===== src/rtl/mem_arbiter.sv =====
// rtl/mem_arbiter.sv - shared RAM port arbiter for per-core icache/dcache requesters
// Dcache beats icache, round-robin within each class, grant locked for a whole burst.
module mem_arbiter #(
  parameter int CPUS = 2
) (
  input  logic                   CLK,
  input  logic                   RST,
  input  logic [CPUS-1:0]        iREN,
  input  logic [CPUS-1:0][31:0]  iaddr,
  input  logic [CPUS-1:0]        dREN,
  input  logic [CPUS-1:0]        dWEN,
  input  logic [CPUS-1:0][31:0]  daddr,
  input  logic [CPUS-1:0][31:0]  dstore,
  output logic [CPUS-1:0]        iwait,
  output logic [CPUS-1:0]        dwait,
  output logic [CPUS-1:0][31:0]  iload,
  output logic [CPUS-1:0][31:0]  dload,
  output logic                   ramREN,
  output logic                   ramWEN,
  output logic [31:0]            ramaddr,
  output logic [31:0]            ramstore,
  input  logic [31:0]            ramload,
  input  logic                   ram_ready
);

  localparam int IW = (CPUS > 1) ? $clog2(CPUS) : 1;

  typedef enum logic {IDLE, BUSY} state_t;

  state_t          state_q, state_d;
  logic            gnt_is_d_q, gnt_is_d_d;
  logic [IW-1:0]   gnt_idx_q, gnt_idx_d;
  logic [IW-1:0]   d_last_q, d_last_d;
  logic [IW-1:0]   i_last_q, i_last_d;

  logic [CPUS-1:0] d_act, i_act;
  logic            d_found, i_found;
  logic [IW-1:0]   d_win, i_win;
  logic            gnt_act;

  // Returns {found, index}: first active core strictly after last, wrapping modulo CPUS.
  function automatic logic [IW:0] rr_pick(input logic [CPUS-1:0] act, input logic [IW-1:0] last);
    logic [IW:0]   r;
    logic [IW-1:0] ci;
    r = '0;
    for (int k = CPUS; k >= 1; k--) begin
      ci = IW'((int'(last) + k) % CPUS);
      if (act[ci]) r = {1'b1, ci};
    end
    return r;
  endfunction

  assign d_act = dREN | dWEN;
  assign i_act = iREN;
  assign {d_found, d_win} = rr_pick(d_act, d_last_q);
  assign {i_found, i_win} = rr_pick(i_act, i_last_q);
  assign gnt_act = gnt_is_d_q ? d_act[gnt_idx_q] : i_act[gnt_idx_q];

  assign iload = {CPUS{ramload}};
  assign dload = {CPUS{ramload}};

  always_ff @(posedge CLK) begin
    if (RST) begin
      state_q    <= IDLE;
      gnt_is_d_q <= 1'b0;
      gnt_idx_q  <= '0;
      d_last_q   <= IW'(CPUS - 1);
      i_last_q   <= IW'(CPUS - 1);
    end else begin
      state_q    <= state_d;
      gnt_is_d_q <= gnt_is_d_d;
      gnt_idx_q  <= gnt_idx_d;
      d_last_q   <= d_last_d;
      i_last_q   <= i_last_d;
    end
  end

  always_comb begin
    state_d    = state_q;
    gnt_is_d_d = gnt_is_d_q;
    gnt_idx_d  = gnt_idx_q;
    d_last_d   = d_last_q;
    i_last_d   = i_last_q;
    case (state_q)
      IDLE: begin
        if (d_found) begin
          state_d    = BUSY;
          gnt_is_d_d = 1'b1;
          gnt_idx_d  = d_win;
          d_last_d   = d_win;
        end else if (i_found) begin
          state_d    = BUSY;
          gnt_is_d_d = 1'b0;
          gnt_idx_d  = i_win;
          i_last_d   = i_win;
        end
      end
      BUSY: begin
        // Grant is held until the owner drops its request, even across REN/WEN switches.
        if (!gnt_act) state_d = IDLE;
      end
      default: state_d = IDLE;
    endcase
  end

  always_comb begin
    ramREN   = 1'b0;
    ramWEN   = 1'b0;
    ramaddr  = '0;
    ramstore = '0;
    iwait    = '1;
    dwait    = '1;
    if (state_q == BUSY && !RST) begin
      if (gnt_is_d_q) begin
        dwait[gnt_idx_q] = ~ram_ready;
        if (gnt_act) begin
          ramWEN   = dWEN[gnt_idx_q];
          ramREN   = dREN[gnt_idx_q] & ~dWEN[gnt_idx_q];
          ramaddr  = daddr[gnt_idx_q];
          ramstore = dstore[gnt_idx_q];
        end
      end else begin
        iwait[gnt_idx_q] = ~ram_ready;
        if (gnt_act) begin
          ramREN  = 1'b1;
          ramaddr = iaddr[gnt_idx_q];
        end
      end
    end
  end

endmodule


===== config.mk =====
export PLATFORM = sky130hd
export DESIGN_NAME = mem_arbiter
export DESIGN_NICKNAME = d
export VERILOG_FILES = /design/src/rtl/mem_arbiter.sv
export SDC_FILE = /design/constraint.sdc
export NUM_CORES = 1
export LEC_CHECK = 0
export ABC_AREA = 1
export CORE_AREA = 2 2 166 168
export CTS_CLUSTER_SIZE = 16
export DETAILED_ROUTE_END_ITERATION = 8
export DIE_AREA = 0 0 168 170
export SLEW_MARGIN = 25
export SYNTH_ARGS = -nofsm -noshare
export SYNTH_HDL_FRONTEND = slang
export SYNTH_SLANG_ARGS = --single-unit

===== constraint.sdc =====
create_clock -name CLK -period 1.55 [get_ports CLK]
set_clock_uncertainty 0.2 [all_clocks]
set_input_delay 0.31 -clock CLK [delete_from_list [all_inputs] [get_ports CLK]]
set_output_delay 0.31 -clock CLK [all_outputs]
set_load 0.005 [all_outputs]

-- Yosys cells after proc, flatten, opt, wreduce, memory -nomap -nowiden
Index checks and enable logic that the tools add are counted.
- add/sub/neg operators: 4
- order comparisons: 6
- multiplexer cells: 54
- bitwise operators: 8
- reduce and logical (&&, ||, !) cells: 7
- operators by type and width (cell ; count):
    $mux 32 ; 13
    $mux 1 ; 31
    $mux 2 ; 8
    $lt 1x2->1 const B ; 5
    $add 1x1->1 const B ; 4
    $not 1->1 ; 4
    $or 2x2->2 ; 2
    $reduce_and 2->1 ; 2
    $reduce_and 3->1 ; 1
    $logic_and 1x1->1 ; 2
    $not 2->2 ; 1
    $pmux 1 s2 ; 1
    $reduce_bool 2->1 ; 1
    $and 1x1->1 ; 1
    $demux 1 s1 ; 1
    $ge 1x1->1 const B ; 1
    $logic_not 1->1 ; 1
- register bits after elaboration: 5
- input bits: 233
- output and inout bits: 198
- logic and storage cells: 84

-- Longest topological paths before layout
Gate-level depths: netlist of the first run.
- depth in word-level cells: 8
- gate-level depth with buffers: 9
- depth with buffers taken out: 7

-- Worst setup path before layout of the first run
Ideal clock, no wire load.
- kind: register to output
- start point: register gnt_idx_q
- end point: output port ramstore[3]
- data arrival time: 1.150 ns
- data required time: 1.040 ns
- setup slack: -0.110 ns
- stages on the path, launching flop included: 10
- path buffers: 3
- cells stage by stage: dfxtp_1 -> buf_6 -> inv_4 -> buf_6 -> nand2_4 -> nand2_2 -> nand2_2 -> nand4_4 -> buf_6 -> nor2_1
- word-level cells in the longest chain between the ends: 6
- elaborated cells on any way between the ends: 10
- classes of those cells: 10 x mux
- ends and longest elaborated chain (element ; line ; source):
    start, declared ; 32 ; logic [IW-1:0] gnt_idx_q, gnt_idx_d;
    start signal, assigned ; 72 ; gnt_idx_q <= gnt_idx_d;
    $mux 1 (implied by the code) (2 in series) ; 57 ; assign gnt_act = gnt_is_d_q ? d_act[gnt_idx_q] : i_act[gnt_idx_q];
    $mux 1 ; 57 ;
    $mux 32 * ; 116 ; if (gnt_act) begin
    $mux 32 * ; 114 ; if (gnt_is_d_q) begin
    $mux 32 * ; 113 ; if (state_q == BUSY && !RST) begin
    end, declared ; 21 ; output logic [31:0] ramstore,
Mark *: on every way between the ends. The rest lies on a longest branch, timed or not. The select of a mux whose other input is x is not followed.

-- Worst setup path in the final report of the first run
- start point: register gnt_idx_q
- end point: output port ramstore[7]
The elaborated chain is that of the path after synthesis.

==> results of run 1 <==
==> final timing paths <==
check                                              to  slack (ps)  depth (start not counted)
worst max-delay path                      ramstore[7]        -650                         11
worst min-delay path            d_last_q$_SDFFE_PP1P_         260                          2
worst max register to register     state_q$_SDFF_PP0_         110                          7
worst min register to register  d_last_q$_SDFFE_PP1P_         260                          2
==> flip-flops by register name (all words and copies together) (netlist names) <==
| signal | cells |
|---|---|
| d_last_q | 1 |
| gnt_idx_q | 1 |
| gnt_is_d_q | 1 |
| i_last_q | 1 |
| state_q | 1 |
==> cells by family (layout without fill, tap and decap cells) <==
kind of cell / after synthesis / in the layout
simple gates: 270 / 270
buf+inv: 204 / 403
compound gates: 71 / 71
mux: 32 / 32
flops: 5 / 5
==> layout make-up <==
cell class                      count  area, um^2  share of cell area
Clock buffer                        4        78.8              0.0120
Inverter                           44         170              0.0260
Multi-Input combinational cell    373        2270               0.347
Tap cell                          341         427              0.0652
Sequential cell                     5         105              0.0161
Timing Repair Buffer              355        3490               0.534
==> power groups by stage <==
stage | Combinational (W) | Sequential (W) | Clock, W
6_report | 0.00289 | 0.000185 | 0.000426
5_1_grt | 0.00316 | 0.000190 | 0.000437
4_1_cts | 0.00279 | 0.000184 | 0.000428
3_5_place_dp | 0.00238 | 0.000182 | 0
3_3_place_gp | 0.00237 | 0.000182 | 0
2_1_floorplan | 0.00137 | 0.000157 | 0
==> worst register-to-register path, cell delays in order (launching register included) <==
cell and delay, ps:
dfxtp_4 430, inv_6 60, nand2_2 80, nand3_2 90
nand3_4 150, buf_12 120, buf_8 100, o21ai_0 80
==> synthesized netlist by cell type <==
library cell / count
a21oi_1: 4
buf_1: 3
buf_2: 13
buf_4: 132
buf_6: 7
clkbuf_1: 4
clkbuf_2: 1
dfxtp_1: 5
inv_1: 42
inv_2: 1
inv_4: 1
mux2i_1: 32
nand2_1: 55
nand2_2: 2
nand2_4: 1
nand3_1: 11
nand3_2: 1
nand4_1: 1
nand4_4: 1
nor2_1: 194
nor2_2: 4
o21ai_0: 51
o21ai_1: 16
==> timing repair <==
item	4_1_cts	5_1_grt
pin swaps	16	9
endpoints found under the setup margin	71	70
setup buffers	29	1
gates resized for setup	369	64
cloned	7	1
==> metal layers <==
| layer | track usage | wire, um |
|---|---|---|
| met1 | 0.116 | 6150 |
| met2 | 0.221 | 9060 |
| met3 | 0.0326 | 1630 |
| met4 | 0.0181 | 261 |
| met5 | 0 | 0 |
==> metrics by stage <==
stage / worst slack (ps) / utilization
5_1_grt: -708 / 0.245
2_1_floorplan: -88.4 / -
4_1_cts: -699 / 0.237
6_report: -652 / 0.245
3_3_place_gp: -1280 / 0.216
3_5_place_dp: -1320 / 0.216
==> results.json, run 1 <==
{
  "critPathArrivalTime_ps": 1690,
  "synthTopCellsByArea": "buf_4 (31%), nor2_1 (23%), mux2i_1 (10%), o21ai_0 (8.0%), nand2_1 (6.5%)",
  "grt_pass1_wl_mm": 24.4,
  "mostFrequentLayoutCell": "clkdlybuf4s50_1",
  "syn_area_um2": 3190,
  "p_seq_frac": 0.053,
  "p_clk_frac": 0.122,
  "grt_pass1_vias": 4216,
  "yosys.area_share.simple": 0.338,
  "p_leak_nw": 2.88,
  "grt_use_total": 0.111,
  "rsz0062_at_grt": "yes",
  "startpoint_type": "flip-flop",
  "violations": "setup timing",
  "dp_cells": 1085,
  "crit_start": "gnt_idx_q$_SDFFE_PP0P_",
  "fin_cells": 1122,
  "antenna_found_initial": 1,
  "worst_pin_slew_ps": 316,
  "coreArea_um2": 26700,
  "gp_congestion": 0.791,
  "io_pins": 431,
  "wl_per_cell_um": 15.2,
  "synth_top_family_by_area": "buffers and inverters",
  "p_int_w": 0.00202,
  "path_class": "reg -> out",
  "wirelength_mm": 17.1,
  "synth_top_area_cell": "buf_4",
  "dieArea_um2": 28600,
  "crit_path_max_incr_delay_ps": 430,
  "grt_overflow_total": 0,
  "port_buffers": 270,
  "syn_inst": 582,
  "ant_nets": 0,
  "powerDensity_nw_per_um2": 535,
  "final_cell_area_um2": 6540,
  "worstReg2RegStart": "gnt_idx_q$_SDFFE_PP0P_",
  "ys_warn_count": 0,
  "fillers": 2990,
  "post-route-period-util": 1.42,
  "final_cell_mix": "clkdlybuf4s50_1 (196), nor2_1 (145), nand2_1 (51), buf_2 (51), buf_4 (47)",
  "num_rows": 60,
  "path_delay_family": "buffers and inverters",
  "cts_tree": "yes",
  "cts_root_buffer": "clkbuf_16",
  "maxSlewViolCount": 0,
  "dp_hpwl_mm": 13.6,
  "clockBufferDepth": 2,
  "hold_path.startpoint": "d_last_q$_SDFFE_PP1P_",
  "hold_class": "reg -> reg",
  "p_sw_w": 0.00148,
  "ys_ff_latch": 5,
  "drive_above_1_share": 0.318,
  "syn_to_final_growth_pct": 105,
  "cts_hold_buf": 0,
  "ir_drop_v": 0.000302,
  "status": "complete, but fails checks",
  "layout_min_cycle_time_ps": 2200,
  "syn_avg_cell_area_um2": 5.47,
  "drtIter0Drc": 140,
  "final_hold_viol_count": 0,
  "yosys-mux-area-fraction": 0.101,
  "post_dp_cell_area_um2": 5750,
  "synth_compound_area_frac": 0.112,
  "power_w": 0.00350,
  "worstPathRequired_ps": 1040,
  "initial_core_util": 0.120,
  "antenna_cells": 0,
  "setup_ws_ps": -652,
  "syn_nets": 815,
  "grt_max_degree": 38,
  "cts.sinks": 5,
  "crit_slowest_cell": "dfxtp_4",
  "h-tree-depth": 1,
  "cp_cell_sequence": "inv_6 -> nand2_4 -> nand2_4 -> nand2_4 -> buf_6 -> nand4_4 -> buf_12 -> buf_8 -> buf_6 -> nor2_4 -> buf_2",
  "ys_seq_area_frac": 0.0314,
  "yosysUniqueCellTypes": 23,
  "finalSetupViolCount": 70,
  "die_width_um": 168,
  "vias": 4198,
  "drcViolationCount": 0,
  "endpoint_kind": "output pin",
  "yosys.area.top_type_share": 0.311,
  "nNetsFinal": 1015,
  "slew_headroom": 0.784,
  "dieHeight_um": 170,
  "cp_num_buf_inv": 6,
  "switching_share": 0.423,
  "max_cap_viol_count": 0,
  "tns_ps": -39310,
  "viasPerCell": 3.74,
  "timing.hold.ws_ps": 263,
  "max_freq_ghz": 0.454,
  "synth_xor_area_frac": 0,
  "combPwrFrac": 0.825,
  "numCtsBuffers": 3,
  "clock_latency_ps": 230,
  "path_clk_slew_ps": 30,
  "dr.pass1.iters": 4,
  "synthAdderAreaFrac": 0,
  "cp_max_fo": 7,
  "cpMostUsedCell": "nand2_4"
}
No activity file was read; power rests on OpenSTA's default activity.
==> inputs of run 2 (changes only) <==
==> constraint.sdc (replaced) <==
create_clock -name CLK -period 1.55 [get_ports CLK]
set_clock_uncertainty 0.2 [all_clocks]
set_input_delay 0.2325 -clock CLK [delete_from_list [all_inputs] [get_ports CLK]]
set_output_delay 0.2325 -clock CLK [all_outputs]
set_load 0.005 [all_outputs]
==> run 2 against run 1 <==
Against the previous run:
- the flow still finishes with violations (setup timing)
- final cell count increased by 3.6%
- non-clock buffer count increased by 40
- worst hold slack got worse by 130 ps
- sequential power decreased by 4%
- sequential share of layout area decreased by 0.20 points
- utilization increased by 3.4 points
- sequential cell count unchanged
- via count increased by 5.0%
- largest cell class unchanged
==> results.json, run 2 (same netlist as run 1, synthesis figures left out) <==
{
  "h-tree-depth": 1,
  "post-route-period-util": 1.42,
  "post_dp_cell_area_um2": 5770,
  "powerDensity_nw_per_um2": 594,
  "rsz0062_at_grt": "yes",
  "max_cap_viol_count": 0,
  "setup_ws_ps": -650,
  "p_leak_nw": 3.25,
  "clockBufferDepth": 2,
  "gp_congestion": 0.779,
  "dieHeight_um": 170,
  "die_width_um": 168,
  "violations": "setup timing",
  "grt_pass1_vias": 4429,
  "final_hold_viol_count": 0,
  "worst_pin_slew_ps": 420,
  "num_rows": 60,
  "p_int_w": 0.00260,
  "grt_max_degree": 23,
  "rr_worst_depth": 10,
  "worstReg2RegStart": "gnt_idx_q$_SDFFE_PP0P_",
  "final_cell_area_um2": 7450,
  "slew_headroom": 0.712,
  "p_sw_w": 0.00183,
  "port_buffers": 270,
  "cts_tree": "yes",
  "wirelength_mm": 20.0,
  "combPwrFrac": 0.863,
  "vias": 4408,
  "ir_drop_v": 0.000330,
  "worstPathRequired_ps": 1120,
  "io_pins": 431,
  "numCtsBuffers": 3,
  "path_class": "reg -> out",
  "rrSetupSlack_ps": 0,
  "mostFrequentLayoutCell": "clkdlybuf4s50_1",
  "p_clk_frac": 0.097,
  "dr.pass1.iters": 4,
  "startpoint_type": "flip-flop",
  "r2r-end": "state_q$_SDFF_PP0_",
  "max_freq_ghz": 0.455,
  "wl_per_cell_um": 17.2,
  "endpoint_kind": "output pin",
  "cts_root_buffer": "clkbuf_16",
  "initial_core_util": 0.120,
  "finalSetupViolCount": 71,
  "coreArea_um2": 26700,
  "critPathArrivalTime_ps": 1770,
  "endpoint": "ramstore[1]",
  "maxSlewViolCount": 0,
  "switching_share": 0.414,
  "hold_class": "in -> reg",
  "drtIter0Drc": 92,
  "syn_to_final_growth_pct": 134,
  "grt_overflow_total": 0,
  "dp_cells": 1094,
  "power_w": 0.00443,
  "drive_above_1_share": 0.463,
  "crit_start": "gnt_idx_q$_SDFFE_PP0P_",
  "antenna_found_initial": 2,
  "grt_pass1_wl_mm": 27.2,
  "path_clk_slew_ps": 30,
  "dieArea_um2": 28600,
  "antenna_cells": 0,
  "layout_min_cycle_time_ps": 2200,
  "drcViolationCount": 0,
  "cts_hold_buf": 0,
  "final_cell_mix": "clkdlybuf4s50_1 (193), nor2_1 (90), buf_2 (58)",
  "cp_max_fo": 5,
  "dp_hpwl_mm": 14.6,
  "viasPerCell": 3.79,
  "cts.sinks": 5,
  "grt_use_total": 0.129,
  "p_seq_frac": 0.040,
  "ant_nets": 0,
  "fin_cells": 1162,
  "clock_latency_ps": 230,
  "status": "complete, but fails checks",
  "nNetsFinal": 1055
}
==> run 2: changes by cell type in the layout (fill, tap and decap cells not counted), moves of 10 or more <==
cell / delta
nor2_1: -55
nor2_2: +47
o21ai_0: -23
o21ai_1: +20
buf_6: +19
inv_1: -15
inv_2: +14
buf_12: +10
==> run 2: how the worst min path moves through the flow <==
stage / depth (start not counted) / end / from / slack, ps
2_1_floorplan: 1 / gnt_is_d_q$_SDFFE_PP0P_ / RST / 100
3_3_place_gp: 2 / d_last_q$_SDFFE_PP1P_ / d_last_q$_SDFFE_PP1P_ / 250
3_5_place_dp: 2 / d_last_q$_SDFFE_PP1P_ / d_last_q$_SDFFE_PP1P_ / 250
4_1_cts: 2 / d_last_q$_SDFFE_PP1P_ / d_last_q$_SDFFE_PP1P_ / 250
5_1_grt: 2 / gnt_is_d_q$_SDFFE_PP0P_ / RST / 170
6_report: 2 / gnt_is_d_q$_SDFFE_PP0P_ / RST / 140
==> run 2: critical path, cell delays in order, from the launching register on <==
cell     delay [ps]
dfxtp_4         410
inv_6            50
buf_6           110
nand2_4          60
nand2_4          50
nand2_4          80
nand4_4          90
buf_12          170
buf_12          130
buf_16          140
nor2_4          100
buf_6           120
==> run 2: area by class of cell <==
| type | instances | area, um^2 |
|---|---|---|
| Fill cell | 2878 | 19200 |
| Clock buffer | 4 | 78.8 |
| Timing Repair Buffer | 395 | 4080 |
| Tap cell | 341 | 427 |
| Sequential cell | 5 | 105 |
| Multi-Input combinational cell | 373 | 2590 |
| Inverter | 44 | 173 |
==> run 2: timing repair <==
item	4_1_cts	5_1_grt
buffers inserted	40	20
setup endpoints to repair	70	74
gates resized for setup	451	184
pin swaps	69	73
gates cloned	12	1
==> run 2: metrics by stage <==
stage	utilization	TNS [ps]	setup WS (ps)	hold WS, ps
2_1_floorplan	-	-480	-14.4	102
3_3_place_gp	0.217	-56500	-909	249
3_5_place_dp	0.217	-58180	-934	246
4_1_cts	0.257	-40250	-704	254
5_1_grt	0.280	-43350	-736	165
6_report	0.280	-37620	-650	137
==> run 2: power by group through the flow <==
stage | combinational (W) | clock, W | sequential, W
6_report | 0.00382 | 0.000429 | 0.000177
5_1_grt | 0.00412 | 0.000450 | 0.000181
4_1_cts | 0.00341 | 0.000442 | 0.000177
3_5_place_dp | 0.00247 | 0 | 0.000178
3_3_place_gp | 0.00246 | 0 | 0.000179
2_1_floorplan | 0.00135 | 0 | 0.000157
==> run 2: metal layers <==
metal  up-vias  wire, um  share of wire  track usage
met2       286     10200           0.51        0.245
met5         -        13        0.00065            0
met1      1928      7140           0.36        0.133
met4         2       618          0.031       0.0367
li1       2151         -              -            -
met3        41      2030           0.10       0.0449
==> inputs of run 3 (changes only) <==
--- a/config.mk
+++ b/config.mk
@@ -6,10 +6,10 @@
 export NUM_CORES = 1
 export LEC_CHECK = 0
 export ABC_AREA = 1
-export CORE_AREA = 2 2 166 168
+export CORE_AREA = 3 3 167 169
 export CTS_CLUSTER_SIZE = 16
 export DETAILED_ROUTE_END_ITERATION = 8
-export DIE_AREA = 0 0 168 170
+export DIE_AREA = 0 0 170 172
 export SLEW_MARGIN = 25
 export SYNTH_ARGS = -nofsm -noshare
 export SYNTH_HDL_FRONTEND = slang
==> run 3 against run 2 <==
Against the previous run:
- the flow still finishes with violations (setup timing)
- count of clock-buffer cells in the layout unchanged
- final cell count shrank 1.5%
- worst hold slack improved by 97 ps
- largest power group unchanged
- critical path depth decreased by 1
- global-route usage is 1.8 points lower
- highest routed layer is now met4
- non-clock buffer count fell by 18
- critical path type unchanged
- sequential share of layout area is 0.12 points higher
- sequential cell count stayed put
- power fell by 11%
- clock power decreased by 0.9%
- critical endpoint is now ramstore[30]
- worst setup slack worse by 25 ps
- register-to-register slack got worse by 60 ps
==> results.json, run 3 (same netlist as run 1, synthesis figures left out) <==
{
  "status": "complete, but fails checks",
  "violations": "setup timing",
  "num_rows": 60,
  "p_leak_nw": 3.16,
  "vias": 4298,
  "ir_drop_v": 0.000299,
  "setup_ws_ps": -675,
  "dieArea_um2": 29200,
  "grt_max_degree": 25,
  "die_width_um": 170,
  "finalSetupViolCount": 71,
  "grt_overflow_total": 0,
  "antenna_found_initial": 2,
  "viasPerCell": 3.75,
  "drive_above_1_share": 0.364,
  "critPathArrivalTime_ps": 1790,
  "layout_min_cycle_time_ps": 2230,
  "hold_class": "in -> reg",
  "seq_area_um2": 105,
  "max_freq_ghz": 0.449,
  "post-route-period-util": 1.44,
  "maxSlewViolCount": 0,
  "numCtsBuffers": 3,
  "grt_pass1_vias": 4012,
  "grt_pass1_wl_mm": 24.4,
  "gr-usage-met1": 0.119,
  "syn_to_final_growth_pct": 116,
  "slew_headroom": 0.758,
  "dieHeight_um": 172,
  "initial_core_util": 0.119,
  "path_class": "reg -> out",
  "fin_cells": 1145,
  "final_cell_mix": "clkdlybuf4s50_1 (193), nor2_1 (141), buf_4 (53)",
  "cts_hold_buf": 0,
  "h-tree-depth": 1,
  "worstPathRequired_ps": 1120,
  "pre_cts_ws_ps": -955,
  "dr.pass1.iters": 4,
  "wirelength_mm": 19.6,
  "rsz0062_at_grt": "yes",
  "multi_input_area_um2": 2360,
  "drtIter0Drc": 116,
  "use_met2": 0.220,
  "grt_util_met3": 0.0256,
  "mostFrequentLayoutCell": "clkdlybuf4s50_1",
  "endpoint_kind": "output pin",
  "startpoint_type": "flip-flop",
  "cts_tree": "yes",
  "dp_hpwl_mm": 14.6,
  "wl_per_cell_um": 17.1,
  "max_cap_viol_count": 0,
  "coreArea_um2": 26700,
  "nNetsFinal": 1037,
  "dp_cells": 1091,
  "final_hold_viol_count": 0,
  "cts.sinks": 5,
  "gp_congestion": 0.770,
  "ant_nets": 0,
  "io_pins": 431,
  "cts_root_buffer": "clkbuf_16",
  "clock_latency_ps": 230,
  "clockBufferDepth": 2,
  "fillers": 2983,
  "port_buffers": 270,
  "grt_busiest_layer": "met2",
  "drcViolationCount": 0,
  "worst_pin_slew_ps": 353,
  "path_clk_slew_ps": 30,
  "cp_max_fo": 8,
  "powerDensity_nw_per_um2": 575,
  "grt_use_total": 0.111
}
## run 3: cell count changes in the layout (fill, tap and decap cells not counted), sizes merged
cell / delta
buf: -33
bufbuf: -1
clkbuf: +7
clkdlybuf4s15: -1
clkinv: +1
diode: +1
dlygate4sd2: +7
dlymetal6s2s: +3
inv: -1
## run 3: area by class of cell
type / instances / share of cell area
Antenna cell: 1 / 0.000364
Clock buffer: 4 / 0.0115
Inverter: 44 / 0.0258
Multi-Input combinational cell: 373 / 0.343
Sequential cell: 5 / 0.0153
Tap cell: 341 / 0.0621
Timing Repair Buffer: 377 / 0.542
## run 3: repair_timing
| action | in CTS | in global routing |
|---|---|---|
| pin swaps | 2 | 70 |
| gates resized for setup | 178 | 296 |
| cloned | 5 | 5 |
| setup buffers | 11 | 37 |
| setup endpoints to repair | 71 | 70 |
## run 3: path summary, 6_finish.rpt
path / start / to / slack, ps / cells past startpoint
setup / recovery: gnt_idx_q$_SDFFE_PP0P_ / ramstore[30] / -680 / 10
hold / removal: RST / gnt_is_d_q$_SDFFE_PP0P_ / 230 / 2
setup reg to reg: gnt_idx_q$_SDFFE_PP0P_ / state_q$_SDFF_PP0_ / -60 / 8
hold reg to reg: i_last_q$_SDFFE_PP1P_ / i_last_q$_SDFFE_PP1P_ / 270 / 2
## run 3: worst max-delay path, stage by stage, from the launching register on
cell and delay (ps):
dfxtp_4 470, clkinv_8 100, nand2_4 90, nand2_4 50
nand2_4 80, nand4_4 120, buf_8 180, buf_16 150
buf_6 120, nor2_4 80, buf_2 110
## run 3: per-layer routing
metal | up-vias | routed length [um]
met1 | 1868 | 7100
li1 | 2121 | -
met2 | 278 | 10400
met5 | - | 0
met3 | 31 | 1720
met4 | 0 | 371
## run 3: where the power goes
part,total (W),switching [W],internal (W)
Combinational,0.00334,0.00150,0.00184
Clock,0.000425,0.0000837,0.000341
Sequential,0.000187,0.0000362,0.000151
## run 3: stage by stage
stage / hold WS (ps) / TNS [ps] / utilization / cell area, um^2 / power (W)
final: 235 / -38440 / 0.257 / 6870 / 0.00395
after global routing: 257 / -44950 / 0.257 / 6870 / 0.00427
after CTS: 221 / -47360 / 0.230 / 6140 / 0.00327
after detailed placement: 255 / -61770 / 0.215 / 5740 / 0.00263
after global placement: 248 / -59590 / 0.215 / 5740 / 0.00263
after floorplan: 102 / -480 / - / 3240 / 0.00151
